--- src/rtl/lsu_pkg.sv ---
// Shared types for the load/store unit: access sizes, FSM states, captured request payload.
// LSU_MISALIGN_TRAP_EN selects trapping of misaligned half/word accesses.
package lsu_pkg;

  localparam int unsigned XLEN  = 32;
  localparam int unsigned CNT_W = 3;

  typedef enum logic [1:0] {
    BYTE    = 2'b00,
    HALF    = 2'b01,
    WORD    = 2'b10,
    ILLEGAL = 2'b11
  } lsu_size_e;

  typedef enum logic [2:0] {
    IDLE,
    READ,
    WAIT,
    WRITE,
    DONE
  } lsu_state_e;

  typedef struct packed {
    logic            write;
    lsu_size_e       size;
    logic            zext;
    logic [XLEN-1:0] addr;
    logic [XLEN-1:0] wdata;
  } lsu_req_t;

  // True when the access does not sit on its natural boundary
  function automatic logic is_misaligned(input lsu_size_e size, input logic [1:0] addr_lo);
    case (size)
      HALF:    return addr_lo[0];
      WORD:    return addr_lo != 2'b00;
      default: return 1'b0;
    endcase
  endfunction

endpackage

--- src/rtl/lsu_if.sv ---
// Core request/response and data-memory signals of the load/store unit.
interface lsu_if;
  import lsu_pkg::*;

  logic            req_valid;
  logic            req_ready;
  logic            req_write;
  logic [1:0]      req_size;
  logic            req_unsigned;
  logic [XLEN-1:0] req_addr;
  logic [XLEN-1:0] req_wdata;
  logic            resp_valid;
  logic            resp_error;
  logic [XLEN-1:0] resp_rdata;
  logic            mem_write_enable;
  logic [XLEN-1:0] mem_addr;
  logic [XLEN-1:0] mem_data_in;
  logic [XLEN-1:0] mem_data_out;

  modport slave (
    input  req_valid, req_write, req_size, req_unsigned, req_addr, req_wdata, mem_data_out,
    output req_ready, resp_valid, resp_error, resp_rdata, mem_write_enable, mem_addr, mem_data_in
  );

  modport master (
    output req_valid, req_write, req_size, req_unsigned, req_addr, req_wdata, mem_data_out,
    input  req_ready, resp_valid, resp_error, resp_rdata, mem_write_enable, mem_addr, mem_data_in
  );

endinterface

--- src/rtl/lsu_byte_lane.sv ---
// Little-endian lane logic: load extract/extend and sub-word store merge.
// Misaligned low bits are ignored here; trapping (if enabled) happens upstream.
module lsu_byte_lane
  import lsu_pkg::*;
(
  input  logic [XLEN-1:0] word,
  input  logic [1:0]      addr_lo,
  input  lsu_size_e       size,
  input  logic            zext,
  input  logic [XLEN-1:0] wdata,
  output logic [XLEN-1:0] load_data,
  output logic [XLEN-1:0] store_data
);

  logic [4:0]  byte_sh;
  logic [4:0]  half_sh;
  logic [7:0]  byte_val;
  logic [15:0] half_val;

  assign byte_sh = {addr_lo, 3'b000};
  assign half_sh = {addr_lo[1], 4'b0000};

  always_comb begin
    byte_val = 8'(word >> byte_sh);
    half_val = 16'(word >> half_sh);

    case (size)
      BYTE:    load_data = {{(XLEN-8){!zext && byte_val[7]}}, byte_val};
      HALF:    load_data = {{(XLEN-16){!zext && half_val[15]}}, half_val};
      default: load_data = word;
    endcase

    // Replace only the addressed lane of the previously read word
    case (size)
      BYTE:    store_data = (word & ~(XLEN'(32'h0000_00FF) << byte_sh))
                          | ({{(XLEN-8){1'b0}}, wdata[7:0]} << byte_sh);
      HALF:    store_data = (word & ~(XLEN'(32'h0000_FFFF) << half_sh))
                          | ({{(XLEN-16){1'b0}}, wdata[15:0]} << half_sh);
      default: store_data = wdata;
    endcase
  end

endmodule

--- src/rtl/load_store_unit.sv ---
// Load/store unit: one request at a time, sub-word stores as read-modify-write.
// Define LSU_MISALIGN_TRAP_EN to report misaligned half/word accesses as errors.
module load_store_unit
  import lsu_pkg::*;
#(
  parameter int unsigned READ_LATENCY = 2
) (
  input  logic  clk,
  input  logic  reset,
  lsu_if.slave  bus
);

  lsu_state_e       state_q;
  lsu_state_e       state_d;
  lsu_req_t         req_q;
  logic             error_q;
  logic [CNT_W-1:0] cnt_q;
  logic [XLEN-1:0]  word_q;
  logic [XLEN-1:0]  load_data;
  logic [XLEN-1:0]  store_data;
  logic             req_error_c;
  logic             accept_c;

  // Classify the incoming request before acceptance
  always_comb begin
    req_error_c = lsu_size_e'(bus.req_size) == ILLEGAL;
`ifdef LSU_MISALIGN_TRAP_EN
    req_error_c = req_error_c || is_misaligned(lsu_size_e'(bus.req_size), bus.req_addr[1:0]);
`endif
  end

  assign accept_c = (state_q == IDLE) && bus.req_valid && !reset;

  always_ff @(posedge clk) begin
    if (reset) begin
      state_q <= IDLE;
      req_q   <= '0;
      error_q <= 1'b0;
      cnt_q   <= '0;
      word_q  <= '0;
    end else begin
      state_q <= state_d;
      if (accept_c) begin
        req_q   <= '{write: bus.req_write, size: lsu_size_e'(bus.req_size),
                     zext: bus.req_unsigned, addr: bus.req_addr, wdata: bus.req_wdata};
        error_q <= req_error_c;
      end
      if (state_q == READ)
        cnt_q <= CNT_W'(READ_LATENCY - 1);
      else if (state_q == WAIT)
        cnt_q <= cnt_q - CNT_W'(1);
      // Memory data is valid on the final wait cycle
      if (state_q == WAIT && cnt_q == '0)
        word_q <= bus.mem_data_out;
    end
  end

  always_comb begin
    state_d              = state_q;
    bus.req_ready        = 1'b0;
    bus.resp_valid       = 1'b0;
    bus.resp_error       = 1'b0;
    bus.resp_rdata       = '0;
    bus.mem_write_enable = 1'b0;
    bus.mem_data_in      = '0;
    bus.mem_addr         = {2'b00, req_q.addr[XLEN-1:2]};

    case (state_q)
      IDLE: begin
        bus.req_ready = !reset;
        if (accept_c) begin
          if (req_error_c)
            state_d = DONE;
          else if (bus.req_write && lsu_size_e'(bus.req_size) == WORD)
            state_d = WRITE;
          else
            state_d = READ;
        end
      end
      READ:  state_d = WAIT;
      WAIT:  if (cnt_q == '0) state_d = req_q.write ? WRITE : DONE;
      WRITE: begin
        bus.mem_write_enable = !reset;
        bus.mem_data_in      = reset ? '0 : store_data;
        state_d              = DONE;
      end
      DONE: begin
        bus.resp_valid = !reset;
        bus.resp_error = !reset && error_q;
        bus.resp_rdata = (!reset && !error_q && !req_q.write) ? load_data : '0;
        state_d        = IDLE;
      end
      default: state_d = IDLE;
    endcase
  end

  lsu_byte_lane u_byte_lane (
    .word       (word_q),
    .addr_lo    (req_q.addr[1:0]),
    .size       (req_q.size),
    .zext       (req_q.zext),
    .wdata      (req_q.wdata),
    .load_data  (load_data),
    .store_data (store_data)
  );

endmodule

--- src/flat_wrapper.sv ---
// flat-port wrapper written by rule: the top's interface ports become plain ports
module load_store_unit_flat import lsu_pkg::*;
#(
  parameter int unsigned READ_LATENCY = 2
)
  (clk, reset, bus_req_valid, bus_req_write, bus_req_size, bus_req_unsigned, bus_req_addr, bus_req_wdata, bus_mem_data_out, bus_req_ready, bus_resp_valid, bus_resp_error, bus_resp_rdata, bus_mem_write_enable, bus_mem_addr, bus_mem_data_in);
  lsu_if bus_i ();
  input  logic clk;
  input  logic reset;
  input wire logic [$bits(bus_i.req_valid)-1:0] bus_req_valid;
  input wire logic [$bits(bus_i.req_write)-1:0] bus_req_write;
  input wire logic [$bits(bus_i.req_size)-1:0] bus_req_size;
  input wire logic [$bits(bus_i.req_unsigned)-1:0] bus_req_unsigned;
  input wire logic [$bits(bus_i.req_addr)-1:0] bus_req_addr;
  input wire logic [$bits(bus_i.req_wdata)-1:0] bus_req_wdata;
  input wire logic [$bits(bus_i.mem_data_out)-1:0] bus_mem_data_out;
  output wire logic [$bits(bus_i.req_ready)-1:0] bus_req_ready;
  output wire logic [$bits(bus_i.resp_valid)-1:0] bus_resp_valid;
  output wire logic [$bits(bus_i.resp_error)-1:0] bus_resp_error;
  output wire logic [$bits(bus_i.resp_rdata)-1:0] bus_resp_rdata;
  output wire logic [$bits(bus_i.mem_write_enable)-1:0] bus_mem_write_enable;
  output wire logic [$bits(bus_i.mem_addr)-1:0] bus_mem_addr;
  output wire logic [$bits(bus_i.mem_data_in)-1:0] bus_mem_data_in;
  assign bus_i.req_valid = bus_req_valid;
  assign bus_i.req_write = bus_req_write;
  assign bus_i.req_size = bus_req_size;
  assign bus_i.req_unsigned = bus_req_unsigned;
  assign bus_i.req_addr = bus_req_addr;
  assign bus_i.req_wdata = bus_req_wdata;
  assign bus_i.mem_data_out = bus_mem_data_out;
  assign bus_req_ready = bus_i.req_ready;
  assign bus_resp_valid = bus_i.resp_valid;
  assign bus_resp_error = bus_i.resp_error;
  assign bus_resp_rdata = bus_i.resp_rdata;
  assign bus_mem_write_enable = bus_i.mem_write_enable;
  assign bus_mem_addr = bus_i.mem_addr;
  assign bus_mem_data_in = bus_i.mem_data_in;
  load_store_unit #(.READ_LATENCY(READ_LATENCY)) u_core (.clk(clk), .reset(reset), .bus(bus_i));
endmodule
--- config.mk ---
export PLATFORM = sky130hd
export DESIGN_NAME = load_store_unit_flat
export DESIGN_NICKNAME = d
export VERILOG_FILES = /design/src/rtl/lsu_pkg.sv /design/src/rtl/lsu_if.sv /design/src/rtl/lsu_byte_lane.sv /design/src/rtl/load_store_unit.sv /design/src/flat_wrapper.sv
export SDC_FILE = /design/constraint.sdc
export NUM_CORES = 1
export LEC_CHECK = 0
export ABC_AREA = 1
export ABC_CLOCK_PERIOD_IN_PS = 2900
export CORE_UTILIZATION = 49
export DETAILED_ROUTE_END_ITERATION = 6
export GPL_TIMING_DRIVEN = 0
export PLACE_DENSITY_LB_ADDON = 0.2
export SLEW_MARGIN = 25
export SYNTH_ARGS = -nofsm -noshare
export SYNTH_HDL_FRONTEND = slang
export SYNTH_SLANG_ARGS = --single-unit
--- constraint.sdc ---
create_clock -name clk -period 2.9 [get_ports clk]
set_input_delay 0.29 -clock clk [delete_from_list [all_inputs] [get_ports clk]]
set_output_delay 0.29 -clock clk [all_outputs]
set_load 0.005 [all_outputs]
### Word-level counts from Yosys, hierarchy flattened

Cells that the tools add are included.

| operators by class | value |
|---|---|
| eq/ne operators | 9 |
| add/sub/neg operators | 1 |
| reductions and logical operators | 19 |
| bitwise operators | 6 |
| mux-type cells | 18 |
| shifts and indexed selects | 6 |

Operator list:

| kind | number |
|---|---|
| 2-to-1 mux 32 bit | 4 |
| case mux 32 bit (2 select lines) | 2 |
| bitwise AND 32 bit | 2 |
| NOT 32 bit | 2 |
| bitwise OR 32 bit | 2 |
| << shifter 16 x 5 -> 32 bit | 1 |
| << shifter 16 x 5 -> 32 bit, first input constant | 1 |
| << shifter 8 x 5 -> 32 bit | 1 |
| << shifter 8 x 5 -> 32 bit, first input constant | 1 |
| >> shifter 32 x 5 -> 16 bit | 1 |
| >> shifter 32 x 5 -> 8 bit | 1 |
| 2-to-1 mux 3 bit | 4 |
| case mux 3 bit (4 select lines) | 1 |
| logical AND 1 bit | 9 |
| equality test 3 x 2 -> 1 bit, second input constant | 2 |
| zero test 3 bit | 2 |
| 2-to-1 mux 1 bit | 6 |
| equality test 2 bit, second input constant | 2 |
| zero test 1 bit | 4 |
| equality test 3 x 1 -> 1 bit, second input constant | 1 |
| equality test 3 bit, second input constant | 1 |
| subtractor 3 x 1 -> 3 bit, second input constant | 1 |
| equality test 2 x 1 -> 1 bit, second input constant | 1 |
| zero test 2 bit | 1 |
| 6 further kinds | 6 |

| word-level totals | value |
|---|---|
| register bits after elaboration | 107 |
| word-level logic and storage cells | 69 |
| input port bits | 103 |
| output and inout bits | 100 |

### Longest topological paths before layout

Gate-level depths: netlist of the first run.

| depth | value |
|---|---|
| depth in word-level cells | 7 |
| gate-level depth with buffers | 10 |
| depth with buffers taken out | 9 |

### Modules after synthesis

A second synthesis of the first run with hierarchy kept.

| unflattened totals | value |
|---|---|
| cell total of the unflattened synthesis | 1000 |
| area, all modules | 6571.3 um^2 |

By module, submodules not included:

| module | times used | area an instance (um^2) | cells each | seq. area each (um^2) |
|---|---|---|---|---|
| load_store_unit | 1 | 4760.8 | 650 | 2142.1 |
| lsu_byte_lane | 1 | 1810.5 | 350 | 0.0 |

### Worst setup path after synthesis of the first run

OpenSTA, ideal clock, no wires.

| timing path | value |
|---|---|
| path type | register -> output |
| from | register u_core.req_q[65] (netlist name) |
| to | output bus_resp_rdata[21] |
| arrival | 1261 ps |
| data required time | 2610 ps |
| stages on the path, launching flop included | 11 |
| slack | 1349 ps |
| cell sequence | dfxtp_1 -> inv_2 -> nand2_2 -> nor2_2 -> nand2_1 -> nand2_1 -> nand2_2 -> nand2_2 -> nand3_4 -> buf_6 -> nor2_1 |

| between the ends | value |
|---|---|
| cells in the longest elaborated chain, start to end | 4 |
| elaborated cells on any way between the ends | 5 |

Ends and longest elaborated chain:

| item | line | text |
|---|---|---|
| start: declaration | load_store_unit.sv:15 | `lsu_req_t req_q;` |
| start signal: assignment | load_store_unit.sv:44 | `req_q <= '{write: bus.req_write, size: lsu_size_e'(bus.req_size),` |
| equality test 2 x 1 -> 1 bit / zero test 2 bit (equally long branches) | lsu_byte_lane.sv:27 | `case (size)` |
| case mux 32 bit (2 select lines) (*) | lsu_byte_lane.sv:27 |  |
| 2-to-1 mux 32 bit (*) | load_store_unit.sv:90 | `bus.resp_rdata = (!reset && !error_q && !req_q.write) ? load_data : '0;` |
| 2-to-1 mux 32 bit (*) | load_store_unit.sv:68 | `case (state_q)` |
| end: declaration | flat_wrapper.sv:20 | `output wire logic [$bits(bus_i.resp_rdata)-1:0] bus_resp_rdata;` |

Every way passes the cells marked *; elsewhere a longest branch is shown, timed or not.

### Final worst setup path of the first run

| timing path | value |
|---|---|
| from | register u_core.req_q[66] (netlist name) |
| to | output bus_mem_data_in[31] |

| between the ends | value |
|---|---|
| cells in the longest elaborated chain, start to end | 4 |
| elaborated cells on any way between the ends | 5 |

Ends and longest elaborated chain:

| item | line | text |
|---|---|---|
| equality test 2 x 1 -> 1 bit / zero test 2 bit (equally long branches) | lsu_byte_lane.sv:34 | `case (size)` |
| case mux 32 bit (2 select lines) (*) | lsu_byte_lane.sv:34 |  |
| 2-to-1 mux 32 bit (*) | load_store_unit.sv:84 | `bus.mem_data_in = reset ? '0 : store_data;` |
| 2-to-1 mux 32 bit (*) | load_store_unit.sv:68 |  |
| end: declaration | flat_wrapper.sv:23 | `output wire logic [$bits(bus_i.mem_data_in)-1:0] bus_mem_data_in;` |

Marks and branches as above.

==> results of run 1 <==
## logic make-up (layout without fill, tap and decap cells)
logic type      Yosys count  count (layout)  share of synthesized area (%)
simple gates            405             405                           28.8
compound gates          219             219                           20.1
flops                   107             107                           37.0
buf+inv                 164             378                           13.4
fa+ha+maj                 2               2                          0.432
other cells               1               2                         0.0647
xor+xnor                  1               1                          0.151
## cells in the mapped netlist, drive strengths merged
cell type | number | share of area (%)
o21ai | 104 | 9.0
o2111ai | 7 | 1.1
nand2 | 229 | 15
conb | 1 | 0.065
a31oi | 1 | 0.11
dfxtp | 107 | 37
a21oi | 86 | 7.5
nand3 | 65 | 5.8
clkbuf | 29 | 1.9
o211ai | 6 | 0.78
nor3 | 6 | 0.71
nor3b | 2 | 0.26
o31ai | 1 | 0.13
inv | 80 | 5.2
buf | 55 | 6.3
ha | 2 | 0.43
o22ai | 11 | 1.2
nand4 | 4 | 0.43
a22oi | 3 | 0.39
nor2 | 99 | 6.5
xor2 | 1 | 0.15
## cell type report
type                    count  area share [%]
repair buffers            201            24.2
clock inverters             6           0.950
multi-input cells         629            34.8
plain buffers              81            5.66
flip-flops and latches    107            25.8
well taps                 143            2.16
clock buffers              10            2.76
inverters                  80            3.62
## worst paths after layout
kind,from,end,slack [ns],cells after the start
worst min-delay path,reset,u_core.state_q[1],0.24,2
worst min register to register,u_core.bus.mem_addr[24],u_core.bus.mem_addr[24],0.47,2
worst max-delay path,u_core.req_q[66],bus_mem_data_in[31],0.13,8
worst max register to register,u_core.state_q[2],u_core.word_q[22],1.00,7
## registers in the layout, summed over array words and instances (netlist names)
register             cells
u_core.req_q            38
u_core.word_q           32
u_core.state_q           3
u_core.error_q           1
u_core.bus.mem_addr     30
u_core.cnt_q             3
## critical path: stages (launching register included)
cell             delay [ns]
dfxtp_1                0.38
inv_2                  0.15
nand3_1                0.17
inv_1                  0.47
nand2_1                0.13
nand2_1                0.09
nor3_1                 0.05
nor2_1                 0.15
clkdlybuf4s50_1        0.52
## per-stage QoR
step	instance area, sq um	util, %	setup TNS [ns]	setup slack [ns]	total power, mW
floorplan	5800	-	0	1.35	2.26
global placement	7970	69.5	0	0.342	2.69
detailed placement	7970	69.5	0	0.369	2.71
CTS	8290	72.3	0	0.0234	3.99
global route	8300	72.3	-0.0344	-0.0311	4.21
finish	8300	72.3	0	0.129	4.01
## power groups by stage
stage	registers (mW)	clock network (mW)	logic [mW]
finish	1.71	1.31	0.986
global route	1.72	1.38	1.10
CTS	1.71	1.31	0.973
detailed placement	1.74	0	0.967
global placement	1.74	0	0.958
floorplan	1.70	0	0.566
## timing repair
action                                  CTS  global route
setup buffers                             2             0
endpoints found under the setup margin   10            30
pin swaps                                 1             0
gates cloned                              0             0
resized for setup                         0            10
## metal layers
metal | global-route usage (%) | vias up | wire length, microns
li1 | - | 3312 | -
met2 | 57.6 | 359 | 9620
met1 | 43.6 | 3137 | 8460
met4 | 15.1 | 0 | 785
met3 | 10.6 | 55 | 2200
met5 | 0 | - | 0
==> impl_results.md, run 1 <==
- Run status: complete, no violations
- Layout Skew: 0.00406 ns
- Initial antenna violation count: 0
- Gate Count Post-Synth: 899
- Final wirelength: 21.1 mm
- Root buffer cell: clkbuf_16
- Slew @ Worst Pin: 0.708 ns
- Syn avg cell area: 6.44 sq um
- Int Pwr: 2.73 mW
- Post-cts hold buffer count: 0
- Routed vias: 6863
- Endpoint class of the critical path: output port
- Worst hold path type: in -> reg
- TritonCTS Sinks: 107
- Layout cells sized above 1: 8.26%
- Critical path launch point type: flop
- VDD IR max: 0.484 mV
- Clock share of power: 32.7%
- CTS max path bufs: 2
- Fin crit period: 2.77 ns
- Synthesized flop and latch total: 107
- TritonCTS Buffers: 9
- Fin cells: 1257
- Die Wd: 111 microns
- Max Cap Violations: 0
- Multi-input gate area: 2890 sq um
- Core area: 11500 sq um
- # IOs: 203
- Die area: 12300 sq um
- Reg area: 2140 sq um
- Tcrit/Tclk final: 95.5%
- Most frequent cells in the layout: nand2_1 (224), clkdlybuf4s50_1 (198), dfxtp_1 (107), o21ai_0 (104), nor2_1 (96)
- First-pass GRT wire length: 34.1 mm
- Synthesized area: 5790 sq um
- H-tree depth: 3
- Register area share after synthesis: 37.0%
- Buffers on Ports: 199
- Final setup fails: 0
- CTS clk-pin slew, worst paths: 0.08 ns
- Combinational share of power: 24.6%
- F_max: 0.361 GHz
- Antenna Nets Post-Route: 0
- Area delta synth->final: 43.2%
- GRT Total Usage: 35.5%
- Starting Density: 50.5%
- Crit path arrival time: 2.48 ns
- Number of global-route vias before repair: 6596
- # DRC: 0
- Vias per inst: 5.46
- Most common library cell in the layout ignoring fill and taps: nand2_1
- Fill count: 999
- Drt pass-1 iters: 5
- P_sw: 1.28 mW
- Gp weighted congestion: 0.995
- Setup CP Type: reg -> out
- Sequential Power Share: 42.7%
- Placed Cells: 1242
- Max-slew headroom: 52.8%
- Final layout net count: 1214
- Pwr Density: 484 nW/um^2
- Largest net degree at the start of global routing: 20
- Hpwl dp: 16.3 mm
- Clock latency at the later pin of the worst-skew pair: 0.37 ns
- Synth cell types: 30
- CTS tree: yes
- Die Y: 111 microns
- Hold Slack: 0.241 ns
- Fin. Hold Viols: 0
- CP required: 2.61 ns
- Switching Fraction: 32.0%
- Antenna fix cells: 0
- YS warnings: 0
- Worst Path Max Fanout: 15
- Core Rows: 39
- Pleak: 3.57 nW
- Max-slew violations: 0
- RSZ-0062 raised after global routing: yes
- Drt wl/cell: 16.8 microns
- Total grt overflow: 0
- Drt first-iter violations: 645
(Power assumes the default switching activity.)
==> run 2: changes to the inputs <==
Settings changed: MAX_ROUTING_LAYER from default to met4.
==> impl_results.md, run 2 (synthesized netlist as in run 1, its figures left out) <==
- Routed vias: 6821 (was 6863)
- Crit path arrival time: 2.50 ns (was 2.48 ns)
- Final layout net count: 1215 (was 1214)
- Fin crit period: 2.79 ns (was 2.77 ns)
- Drt first-iter violations: 785 (was 645)
- VDD IR max: 0.464 mV (was 0.484 mV)
- # DRC: 0 (unchanged)
- Slowest stage delay, CP: 0.51 ns (was 0.52 ns)
- Total grt overflow: 0 (unchanged)
- GRT Total Usage: 36.0% (was 35.5%)
- Final setup fails: 0 (unchanged)
- Die Y: 111 microns (unchanged)
- Register bank with the most flops: u_core.req_q (unchanged)
- CTS max path bufs: 2 (unchanged)
- Drt pass-1 iters: 6 (was 5)
- Layout cells sized above 1: 8.52% (was 8.26%)
- Number of global-route vias before repair: 6308 (was 6596)
- Buffers on Ports: 199 (unchanged)
- Area delta synth->final: 42.9% (was 43.2%)
- RSZ-0062 raised after global routing: no (was yes)
- Most common library cell in the layout ignoring fill and taps: nand2_1 (unchanged)
- Multi-input gate area: 2890 sq um (about the same)
- Fin cells: 1258 (was 1257)
- Die area: 12300 sq um (unchanged)
- Max-slew violations: 0 (unchanged)
- Setup CP Type: reg -> out (unchanged)
- R2r setup slk: 1.06 ns (was 1.00 ns)
- Post-Route Setup TNS: 0 ns (unchanged)
- Vias per inst: 5.42 (was 5.46)
- Gp weighted congestion: 1.01 (was 0.995)
- Drt wl/cell: 17.0 microns (was 16.8 microns)
- TritonCTS Buffers: 9 (unchanged)
- H-tree depth: 3 (unchanged)
- Final Worst Setup Slack: 0.111 ns (was 0.129 ns)
- # IOs: 203 (unchanged)
- Most frequent cells in the layout: nand2_1 (223), clkdlybuf4s50_1 (197), dfxtp_1 (105), o21ai_0 (104), nor2_1 (96) (was nand2_1 (224), clkdlybuf4s50_1 (198), dfxtp_1 (107), o21ai_0 (104), nor2_1 (96))
- CTS tree: yes (unchanged)
- Final wirelength: 21.4 mm (was 21.1 mm)
- Initial antenna violation count: 0 (unchanged)
- Clock latency at the later pin of the worst-skew pair: 0.36 ns (was 0.37 ns)
- Worst hold path type: in -> reg (unchanged)
- Worst path slowest cell: clkdlybuf4s50_1 (unchanged)
- Root buffer cell: clkbuf_16 (unchanged)
- Core Rows: 39 (unchanged)
- Worst Path Max Fanout: 10 (was 15)
- Fin. Hold Viols: 0 (unchanged)
- Antenna Nets Post-Route: 0 (unchanged)
- Run status: complete, no violations (unchanged)
- Layout Skew: 0.00547 ns (was 0.00406 ns)
- F_max: 0.359 GHz (was 0.361 GHz)
- Reg area: 2140 sq um (about the same)
- Final Cell Area: 8280 sq um (was 8300 sq um)
- Placed Cells: 1242 (unchanged)
- Fill count: 968 (was 999)
- Antenna fix cells: 0 (unchanged)
- Starting Density: 50.5% (unchanged)
- Die Wd: 111 microns (unchanged)
- TritonCTS Sinks: 107 (unchanged)
- CTS clk-pin slew, worst paths: 0.08 ns (about the same)
- Hold Slack: 0.233 ns (was 0.241 ns)
- CP required: 2.61 ns (about the same)
- Core area: 11500 sq um (unchanged)
- Tcrit/Tclk final: 96.2% (was 95.5%)
- Placed Instance Area: 7970 sq um (unchanged)
- Pleak: 3.58 nW (was 3.57 nW)
- Pre-CTS WS: 0.328 ns (was 0.369 ns)
- Max FFs per register: 38 (unchanged)
- Layout Utilization: 72.2% (was 72.3%)
- Largest net degree at the start of global routing: 19 (was 20)
- Critical path launch point type: flop (unchanged)
- First-pass GRT wire length: 33.6 mm (was 34.1 mm)
- Max Cap Violations: 0 (unchanged)
- Hpwl dp: 16.3 mm (about the same)
- Post-layout total power: 3.91 mW (was 4.01 mW)
- Pwr Density: 473 nW/um^2 (was 484 nW/um^2)
- Crit-path cells: inv_2 -> clkbuf_1 -> clkbuf_1 -> o21ai_0 -> a21oi_1 -> clkdlybuf4s50_1 (was inv_2 -> nand3_1 -> inv_1 -> nand2_1 -> nand2_1 -> nor3_1 -> nor2_1 -> clkdlybuf4s50_1)
- Slew @ Worst Pin: 0.702 ns (was 0.708 ns)
- Max-slew headroom: 53.2% (was 52.8%)
- Endpoint class of the critical path: output port (unchanged)
- Most frequent CP cell: clkbuf_1 (was nand2_1)
==> run 2: cell types whose count changed in the layout (fill, tap and decap cells not counted), moves of 2 or more <==
cell	previous run	this run
clkinv_4	2	0
dfxtp_1	107	105
nand2_2	4	6
clkinv_2	0	2
dfxtp_2	0	2
==> run 2: what timing repair did <==
action,in CTS,in global routing
endpoints found under the setup margin,20,28
hold buffers,0,0
setup buffers,2,1
gates resized for setup,0,12
pin swaps,1,0
==> run 2: layout make-up <==
| class | count | share of cell area (%) |
|---|---|---|
| multi-input cells | 629 | 34.9 |
| flip-flops and latches | 107 | 25.9 |
| clock buffers | 10 | 2.77 |
| plain buffers | 81 | 5.65 |
| well taps | 143 | 2.16 |
| repair buffers | 202 | 24.4 |
| clock inverters | 6 | 0.559 |
| inverters | 80 | 3.63 |
==> run 2: final timing paths <==
path	from	to	depth (start not counted)
setup / recovery	u_core.req_q[66]	bus_resp_rdata[15]	6
hold / removal	reset	u_core.state_q[1]	2
setup reg to reg	u_core.state_q[2]	u_core.word_q[20]	7
hold reg to reg	u_core.bus.mem_addr[7]	u_core.bus.mem_addr[7]	2
==> run 2: per-layer routing <==
layer / wire length, microns / global-route usage, %
met3: 2310 / 7.82
met5: 0 / -
met2: 9980 / 57.8
met1: 8460 / 44.7
met4: 635 / 12.9
==> run 2: worst max-delay path: cells and delay by family, from the launching register on <==
| family | cells | cell delay (ns) |
|---|---|---|
| AOI/OAI and AO/OA | 2 | 0.31 |
| buffers and inverters | 4 | 1.47 |
| DFF | 1 | 0.36 |
==> run 2: where the power goes <==
group	total [mW]	internal, mW	switching [mW]
Combinational	0.994	0.440	0.554
Clock	1.21	0.594	0.613
Sequential	1.71	1.60	0.111
Total	3.91	2.64	1.28
==> run 3: changes to the inputs <==
Settings changed: CTS_CLUSTER_DIAMETER from default to 200, RECOVER_POWER from default to 25, SETUP_SLACK_MARGIN from default to 0.2.
==> impl_results.md, run 3 (synthesized netlist as in run 1, its figures left out) <==
- Max Cap Violations: 0 (unchanged)
- Die area: 12300 sq um (unchanged)
- Antenna Nets Post-Route: 0 (unchanged)
- Final setup fails: 0 (unchanged)
- Setup CP Type: reg -> out (unchanged)
- First-pass GRT wire length: 33.7 mm (was 33.6 mm)
- Layout Skew: 0.00548 ns (was 0.00547 ns)
- Post-cts hold buffer count: 0 (unchanged)
- Grt peak-use layer: met2 (unchanged)
- Worst path slowest cell: clkdlybuf4s50_1 (unchanged)
- Drt pass-1 iters: 6 (unchanged)
- Root buffer cell: clkbuf_16 (unchanged)
- Total grt overflow: 0 (unchanged)
- Worst Path Max Fanout: 10 (unchanged)
- Number of global-route vias before repair: 6354 (was 6308)
- Most common library cell in the layout ignoring fill and taps: nand2_1 (unchanged)
- Buffers on Ports: 199 (unchanged)
- Hold_sp: reset (unchanged)
- M3 GR Usage: 7.65% (was 7.82%)
- Routed vias: 6885 (was 6821)
- Max-slew violations: 0 (unchanged)
- Critical path's top delay family: buffers and inverters (unchanged)
- Final wirelength: 21.5 mm (was 21.4 mm)
- Die Wd: 111 microns (unchanged)
- Pleak: 3.75 nW (was 3.58 nW)
- GRT Total Usage: 36.2% (was 36.0%)
- Antenna fix cells: 0 (unchanged)
- Pwr Density: 468 nW/um^2 (was 473 nW/um^2)
- Vias per inst: 5.44 (was 5.42)
- Crit path launch: u_core.req_q[33] (was u_core.req_q[66])
- Grt met1 use: 45.0% (was 44.7%)
- Core area: 11500 sq um (unchanged)
- F_max: 0.382 GHz (was 0.359 GHz)
- Core Rows: 39 (unchanged)
- Max FFs per register: 38 (unchanged)
- RR Startpoint: u_core.state_q[2] (unchanged)
- Critical path launch point type: flop (unchanged)
- Worst hold path type: in -> reg (unchanged)
- Most frequent CP cell: a21oi_1 (was clkbuf_1)
- # IOs: 203 (unchanged)
- CTS clk-pin slew, worst paths: 0.08 ns (about the same)
- Fin crit period: 2.62 ns (was 2.79 ns)
- Hpwl dp: 16.3 mm (unchanged)
- Slowest stage delay, CP: 0.55 ns (was 0.51 ns)
- Fin. Hold Viols: 0 (unchanged)
- Register bank with the most flops: u_core.req_q (unchanged)
- VDD IR max: 0.460 mV (was 0.464 mV)
- Slew @ Worst Pin: 0.649 ns (was 0.702 ns)
- Crit path arrival time: 2.33 ns (was 2.50 ns)
- Area delta synth->final: 45.0% (was 42.9%)
- Crit-path cells: inv_1 -> buf_2 -> nand2_1 -> a21oi_1 -> o21ai_0 -> a21oi_1 -> clkdlybuf4s50_1 (was inv_2 -> clkbuf_1 -> clkbuf_1 -> o21ai_0 -> a21oi_1 -> clkdlybuf4s50_1)
- Drt first-iter violations: 840 (was 785)
- Starting Density: 50.5% (unchanged)
- Largest net degree at the start of global routing: 19 (unchanged)
- Max-slew headroom: 56.7% (was 53.2%)
- Endpoint class of the critical path: output port (unchanged)
- Tcrit/Tclk final: 90.4% (was 96.2%)
- CTS tree: yes (unchanged)
- CP required: 2.61 ns (about the same)
- Hold Slack: 0.238 ns (was 0.233 ns)
- Gp weighted congestion: 1.01 (unchanged)
- Clock latency at the later pin of the worst-skew pair: 0.36 ns (about the same)
- H-tree depth: 3 (unchanged)
- Most frequent cells in the layout: nand2_1 (221), clkdlybuf4s50_1 (165), o21ai_0 (104), dfxtp_1 (102), nor2_1 (96) (was nand2_1 (223), clkdlybuf4s50_1 (197), dfxtp_1 (105), o21ai_0 (104), nor2_1 (96))
- Grt met2 use: 57.7% (was 57.8%)
- Crit path buf inv count: 3 (was 4)
- # DRC: 0 (unchanged)
- Layout cells sized above 1: 9.88% (was 8.52%)
- Initial antenna violation count: 0 (unchanged)
- CTS max path bufs: 2 (unchanged)
- Final layout net count: 1223 (was 1215)
- Drt wl/cell: 17.0 microns (about the same)
- RSZ-0062 raised after global routing: yes (was no)
- Die Y: 111 microns (unchanged)
- TritonCTS Sinks: 107 (unchanged)
- TritonCTS Buffers: 9 (unchanged)
- Post-Route Setup TNS: 0 ns (unchanged)
- Run status: complete, no violations (unchanged)
==> run 3: changes by cell type in the layout (fill, tap and decap cells not counted), moves of 2 or more <==
cell,delta
nand2_4,+3
inv_1,-2
clkbuf_2,+3
dfxtp_1,-3
dlymetal6s2s_1,+2
dfxtp_2,+2
clkbuf_4,+2
inv_4,+3
buf_2,-3
dlygate4sd3_1,+29
nand2_1,-2
buf_4,+6
clkdlybuf4s50_1,-32
==> run 3: path summary, 6_finish.rpt <==
kind	endpoint	slack (ns)	cells after the start
max	bus_mem_data_in[0]	0.28	7
min	u_core.state_q[1]	0.24	2
max reg2reg	u_core.word_q[22]	0.87	7
min reg2reg	u_core.bus.mem_addr[7]	0.47	2
==> run 3: stage by stage <==
stage	utilization [%]	cells	total power [mW]	cell area, sq um	setup slack, ns
finish	73.3	1266	3.93	8400	0.280
global route	73.3	1266	4.09	8400	0.155
CTS	72.2	1261	3.90	8280	0.173
detailed placement	69.5	1242	2.71	7970	0.328
global placement	69.5	1242	2.69	7970	0.322
floorplan	-	900	2.26	5800	1.35
==> run 3: worst register-to-register path, cell delays in order (launching register included) <==
cell and delay (ns):
dfxtp_1 0.33, inv_1 0.07, nand2_1 0.11, nor2_1 0.41, nand2_2 0.27, clkbuf_1 0.34, o21ai_0 0.28, a21oi_1 0.08
==> run 3: layout make-up <==
type | count | area (sq um)
clock inverters | 6 | 46.3
flip-flops and latches | 107 | 2150
well taps | 143 | 179
plain buffers | 83 | 490
fillers | 947 | 3070
clock buffers | 10 | 229
inverters | 80 | 308
multi-input cells | 629 | 2920
repair buffers | 208 | 2080
==> run 3: metal layers <==
metal	share of wire, %	wire (microns)
met5	0	0
met4	3.0	653
met2	47	10100
met3	10	2190
met1	40	8580
==> run 3: timing repair <==
item / in CTS / in global routing
gates cloned: 0 / 0
setup endpoints to repair: 38 / 47
pin swaps: 1 / 0
gates resized for setup: 12 / 29
setup buffers: 4 / 5
==> run 3: report_power, final <==
part           internal [mW]  switching (mW)
Combinational          0.443           0.560
Sequential              1.60           0.112
Clock                  0.594           0.617
Total                   2.64            1.29
